[src/rtl/dsp48a1_pkg.sv]
// Shared definitions for the DSP48A1 datapath: reset-type encoding, pipeline
// depth limit, and helpers for lane slicing and occupancy counter sizing.
package dsp48a1_pkg;

    typedef enum logic {
        RSTTYPE_SYNC  = 1'b0,
        RSTTYPE_ASYNC = 1'b1
    } rsttype_e;

    localparam int MAX_PIPE_DEPTH = 8;

    // LSB position of a lane within a packed multi-lane bus.
    function automatic int lane_lsb(input int lane, input int width);
        return lane * width;
    endfunction

    // Bits needed to count 0..depth set valid flags (never narrower than 1).
    function automatic int occ_width(input int depth);
        return (depth < 1) ? 1 : $clog2(depth + 1);
    endfunction

endpackage

[src/rtl/dsp_pipe_cell.sv]
// One pipeline stage: packed multi-lane data plus a valid bit, with
// reset > flush > enable > hold priority and optional data clearing.
module dsp_pipe_cell #(
    parameter int unsigned   DW       = 18,
    parameter bit            CLR_DATA = 1'b1,
    parameter logic [DW-1:0] RST_WORD = '0
) (
    input  logic          clk,
    input  logic          rst,
    input  logic          cenable_i,
    input  logic          flush_i,
    input  logic          valid_i,
    input  logic [DW-1:0] data_i,
    output logic          valid_o,
    output logic [DW-1:0] data_o
);

    logic          valid_q, valid_d;
    logic [DW-1:0] data_q, data_d;

    always_comb begin
        valid_d = valid_q;
        data_d  = data_q;
        if (flush_i) begin
            valid_d = 1'b0;
            if (CLR_DATA) data_d = RST_WORD;
        end else if (cenable_i) begin
            valid_d = valid_i;
            data_d  = data_i;
        end
    end

    // Without CLR_DATA the data register is left untouched by reset.
    always_ff @(posedge clk) begin
        if (!rst) begin
            valid_q <= 1'b0;
            if (CLR_DATA) data_q <= RST_WORD;
        end else begin
            valid_q <= valid_d;
            data_q  <= data_d;
        end
    end

    assign valid_o = valid_q;
    assign data_o  = data_q;

endmodule

[src/rtl/dsp_pipe_stage.sv]
// Multi-lane, multi-stage pipeline register with stall, flush and tap output.
// Optional occupancy counter output enabled by defining DSP_PIPE_OCC_EN.
module dsp_pipe_stage
    import dsp48a1_pkg::*;
#(
    parameter int               WIDTH    = 18,
    parameter int               LANES    = 1,
    parameter int               DEPTH    = 1,
    parameter int               CLR_DATA = 1,
    parameter logic [WIDTH-1:0] RST_VAL  = '0
) (
    input  logic                     clk,
    input  logic                     rst,
    input  logic                     cenable,
    input  logic                     flush,
    input  logic                     in_valid,
    input  logic [WIDTH*LANES-1:0]   in_data,
    output logic                     out_valid,
    output logic [WIDTH*LANES-1:0]   out_data,
    output logic [WIDTH*LANES-1:0]   tap_data
`ifdef DSP_PIPE_OCC_EN
    ,
    output logic [occ_width(DEPTH)-1:0] occupancy
`endif
);

    localparam int DW = WIDTH * LANES;
    localparam logic [DW-1:0] RST_WORD = {LANES{RST_VAL}};

    if (DEPTH > MAX_PIPE_DEPTH || DEPTH < 0 || WIDTH < 1 || LANES < 1) begin : g_param_check
        $error("dsp_pipe_stage: illegal DEPTH/WIDTH/LANES");
    end

    if (DEPTH == 0) begin : g_bypass
        assign out_valid = in_valid;
        assign out_data  = in_data;
        assign tap_data  = in_data;
`ifdef DSP_PIPE_OCC_EN
        assign occupancy = '0;
`endif
    end else begin : g_pipe
        // Index 0 is the input port; index i is the output of stage i.
        logic          stage_valid [DEPTH+1];
        logic [DW-1:0] stage_data  [DEPTH+1];

        assign stage_valid[0] = in_valid;
        assign stage_data[0]  = in_data;

        for (genvar i = 1; i <= DEPTH; i++) begin : g_stage
            dsp_pipe_cell #(
                .DW       (DW),
                .CLR_DATA (CLR_DATA != 0),
                .RST_WORD (RST_WORD)
            ) u_cell (
                .clk       (clk),
                .rst       (rst),
                .cenable_i (cenable),
                .flush_i   (flush),
                .valid_i   (stage_valid[i-1]),
                .data_i    (stage_data[i-1]),
                .valid_o   (stage_valid[i]),
                .data_o    (stage_data[i])
            );
        end

        assign out_valid = stage_valid[DEPTH];
        assign out_data  = stage_data[DEPTH];
        assign tap_data  = stage_data[DEPTH-1];

`ifdef DSP_PIPE_OCC_EN
        localparam int OCC_W = occ_width(DEPTH);
        logic [OCC_W-1:0] occ_q, occ_d, occ_shift;

        // After an enabled edge the stages hold valid[0..DEPTH-1].
        always_comb begin
            occ_shift = '0;
            for (int i = 0; i < DEPTH; i++) begin
                occ_shift = occ_shift + OCC_W'(stage_valid[i]);
            end
            occ_d = occ_q;
            if (flush) begin
                occ_d = '0;
            end else if (cenable) begin
                occ_d = occ_shift;
            end
        end

        always_ff @(posedge clk) begin
            if (!rst) begin
                occ_q <= '0;
            end else begin
                occ_q <= occ_d;
            end
        end

        assign occupancy = occ_q;
`endif
    end

endmodule

[config.mk]
export PLATFORM = sky130hd
export DESIGN_NAME = dsp_pipe_stage
export DESIGN_NICKNAME = d
export VERILOG_FILES = /design/src/rtl/dsp48a1_pkg.sv /design/src/rtl/dsp_pipe_cell.sv /design/src/rtl/dsp_pipe_stage.sv
export SDC_FILE = /design/constraint.sdc
export NUM_CORES = 1
export LEC_CHECK = 0
export BUFFER_PORTS_ARGS = -buffer_cell sky130_fd_sc_hd__buf_2
export CORE_MARGIN = 2
export CORE_UTILIZATION = 35
export CTS_CLUSTER_SIZE = 10
export DETAILED_ROUTE_END_ITERATION = 8
export GPL_TIMING_DRIVEN = 1
export PLACE_DENSITY = 0.78
export SYNTH_ARGS = -nofsm -noshare
export SYNTH_HDL_FRONTEND = slang
export SYNTH_HIERARCHICAL = 1
export SYNTH_SLANG_ARGS = --single-unit
[constraint.sdc]
create_clock -name clk -period 0.8 [get_ports clk]
set_input_delay 0.04 -clock clk [delete_from_list [all_inputs] [get_ports clk]]
set_output_delay 0.04 -clock clk [all_outputs]
set_load 0.005 [all_outputs]
==> impl_results.md <==
* Fillers at 221
* Crit-path cells: buf_2
* Maxcap violations at 0
* Count of cell types in the netlist at 7
* CP peak stage delay at 0.33 ns
* Layout cells sized above 1 at 64.3%
* Largest net degree at the start of global routing at 20
* Later-pin clock latency in the skew report at approximately 0.28 ns
* Die W at 52.7 um
* TNS Setup at 0 ns
* Syn nets at 103
* Hold Path Class: input port to register
* Antenna violations before repair at 0
* Delay-heaviest family, CP: flip-flops
* Total gr overflow at 0
* RSZ-0062 raised after global routing: yes
* Fmax at 1.30 GHz
* Slowest stage cell, crit path: dfxtp_2
* Commonest non-fill, non-tap cell in the layout: buf_2
* First-pass GRT wire length at 2540 um
* Via density at 4.34
* Routed Antenna Nets at 0
* Clock sink count at 19
* Cell area after synthesis at 830 um2
* Hold_ws at between 0.009 and 0.01 ns
* Layout area overhead at 31.7%
* Die Ht at between 50 and 60 um
* IO Pins at 60
* TritonCTS clock tree: yes
* Nets at 150
* Leak at 0.602 nW
* Status: complete, no violations
* Arrival time worst endpoint at 0.73 ns
* Initial Utilization at 37.1%
* Crit path buf inv count at 1
* Most frequent cells in the layout: 57 x buf_2, 19 x mux2i_1, 19 x nor2_1
* Register area at roughly 400 um2
* DIE AREA at roughly 0.0028 mm2
* Max-slew headroom at between 80% and 90%
* Via count at between 600 and 700
* Worst EP required at 0.76 ns
* Final Hold Fails at 0
* Mean Syn Cell Area at 10.4 um2
* Post-route clock period utilization at 96.1%
* HPWL after DPL at 1310 um
* Worst slew pin tran at 0.166 ns
* CTS buffer count at 3
* Port Buf Inserts at 59
* CP Max Fanout at 2
* Core area at 0.00223 mm2
* Clock Tree Buf Depth at 2
* Root Driver: clkbuf_4
* Fin. max-slew vios at 0
* Cells after Synth at 80
* 1st-pass router iterations at 3
* Multi-input combinational cell area at approximately 270 um2
* Clock transition at path regs at 0.10 ns
* Sequential fraction of the synthesis area at 45.9%
* Min cycle time layout at 0.769 ns
* Pwr dens at 1580 mW/mm2
* Wire length per cell at 10.6 um
* Syn. warnings at 6
* Crit Path Category: register to output port
* Post-synthesis register bit count at 19
* Max VDD drop at between 1 and 1.5 mV
* GRT Util Overall at approximately 12%
* Iteration-0 DRC Markers at 6
* Vias in the first global route at approximately 650
* Placer Congestion at 0.648
* Row count at 17
* DRT Wirelength at 1630 um
* Crit. End Element: output port
* DR DRC count at 0
* CP Launch Type: register
* N_diodes at 0
* Skew final at 0 ns
* Htree depth at 1
* # setup viols final at 0
[per-stage QoR]
| stage | std cells | power, mW | worst slack (ns) | instance area [um2] | utilization [%] |
|---|---|---|---|---|---|
| 2_1_floorplan | 80 | 1.21 | 0.154 | 830 | - |
| 3_3_place_gp | 148 | 1.28 | 0.121 | 1010 | 45.4 |
| 3_5_place_dp | 148 | 1.29 | 0.0795 | 1010 | 45.4 |
| 4_1_cts | 154 | 1.76 | 0.00586 | 1060 | 47.5 |
| 5_1_grt | 154 | 1.83 | -0.00662 | 1090 | 48.9 |
| 6_report | 154 | 1.73 | 0.0311 | 1090 | 48.9 |
[repair_timing]
item | CTS | global route
endpoints found under the hold margin | 2 | 0
hold buffers | 2 | 0
setup endpoints to repair | 1 | 16
gates cloned | 0 | 0
setup buffers | 0 | 0
resized for setup | 1 | 17
pin swaps | 0 | 0
[sequential cells by signal, indices dropped and copies added (netlist names)]
name and count:
g_pipe.g_stage.u_cell/data_o 18, g_pipe.g_stage.u_cell/valid_o 1
[layer usage]
| metal | wire, um | part of all wire, % | vias up | global-route usage [%] |
|---|---|---|---|---|
| met5 | 0 | 0 | - | 0 |
| met4 | 0 | 0 | 0 | 2.56 |
| met3 | 172 | 11 | 0 | 2.86 |
| met2 | 831 | 51 | 40 | 23.8 |
| met1 | 623 | 38 | 296 | 12.8 |
| li1 | - | - | 333 | - |
[cell families (layout without fill, tap and decap cells)]
family	after synthesis	after routing	share of synthesized area (%)
AND/OR/NAND/NOR	20	20	9.35
flip-flops	19	19	45.9
buffers and inverters	22	68	21.9
multiplexers	19	19	22.9
[layout make-up]
cell class	instances	share of cell area (%)
flip-flops and latches	19	36.7
repair buffers	64	33.2
multi-input cells	39	24.5
well taps	28	3.21
clock buffers	4	2.41
[cell usage after synthesis]
| master | count | area [um2] |
|---|---|---|
| dfxtp_1 | 19 | 380 |
| buf_12 | 1 | 20.0 |
| mux2i_1 | 19 | 190 |
| nor2_1 | 19 | 71.3 |
| buf_6 | 1 | 11.3 |
| nand2b_1 | 1 | 6.26 |
| buf_4 | 20 | 150 |
[report_power, final]
part	internal, mW	switching [mW]
Combinational	0.162	0.124
Clock	0.193	0.254
Sequential	0.981	0.0150
Total	1.34	0.393
[worst paths after layout]
check,start,to,slack [ns],depth (start not counted)
hold reg to reg,g_pipe.g_stage[1].u_cell/data_o[9]$_SDFFE_PP0P_,g_pipe.g_stage[1].u_cell/data_o[9]$_SDFFE_PP0P_,0.49,2
setup reg to reg,g_pipe.g_stage[1].u_cell/data_o[8]$_SDFFE_PP0P_,g_pipe.g_stage[1].u_cell/data_o[8]$_SDFFE_PP0P_,0.15,2
hold / removal,in_data[17],g_pipe.g_stage[1].u_cell/data_o[17]$_SDFFE_PP0P_,0.01,3
setup / recovery,g_pipe.g_stage[1].u_cell/data_o[17]$_SDFFE_PP0P_,out_data[17],0.03,1
(Power assumes the default switching activity.)
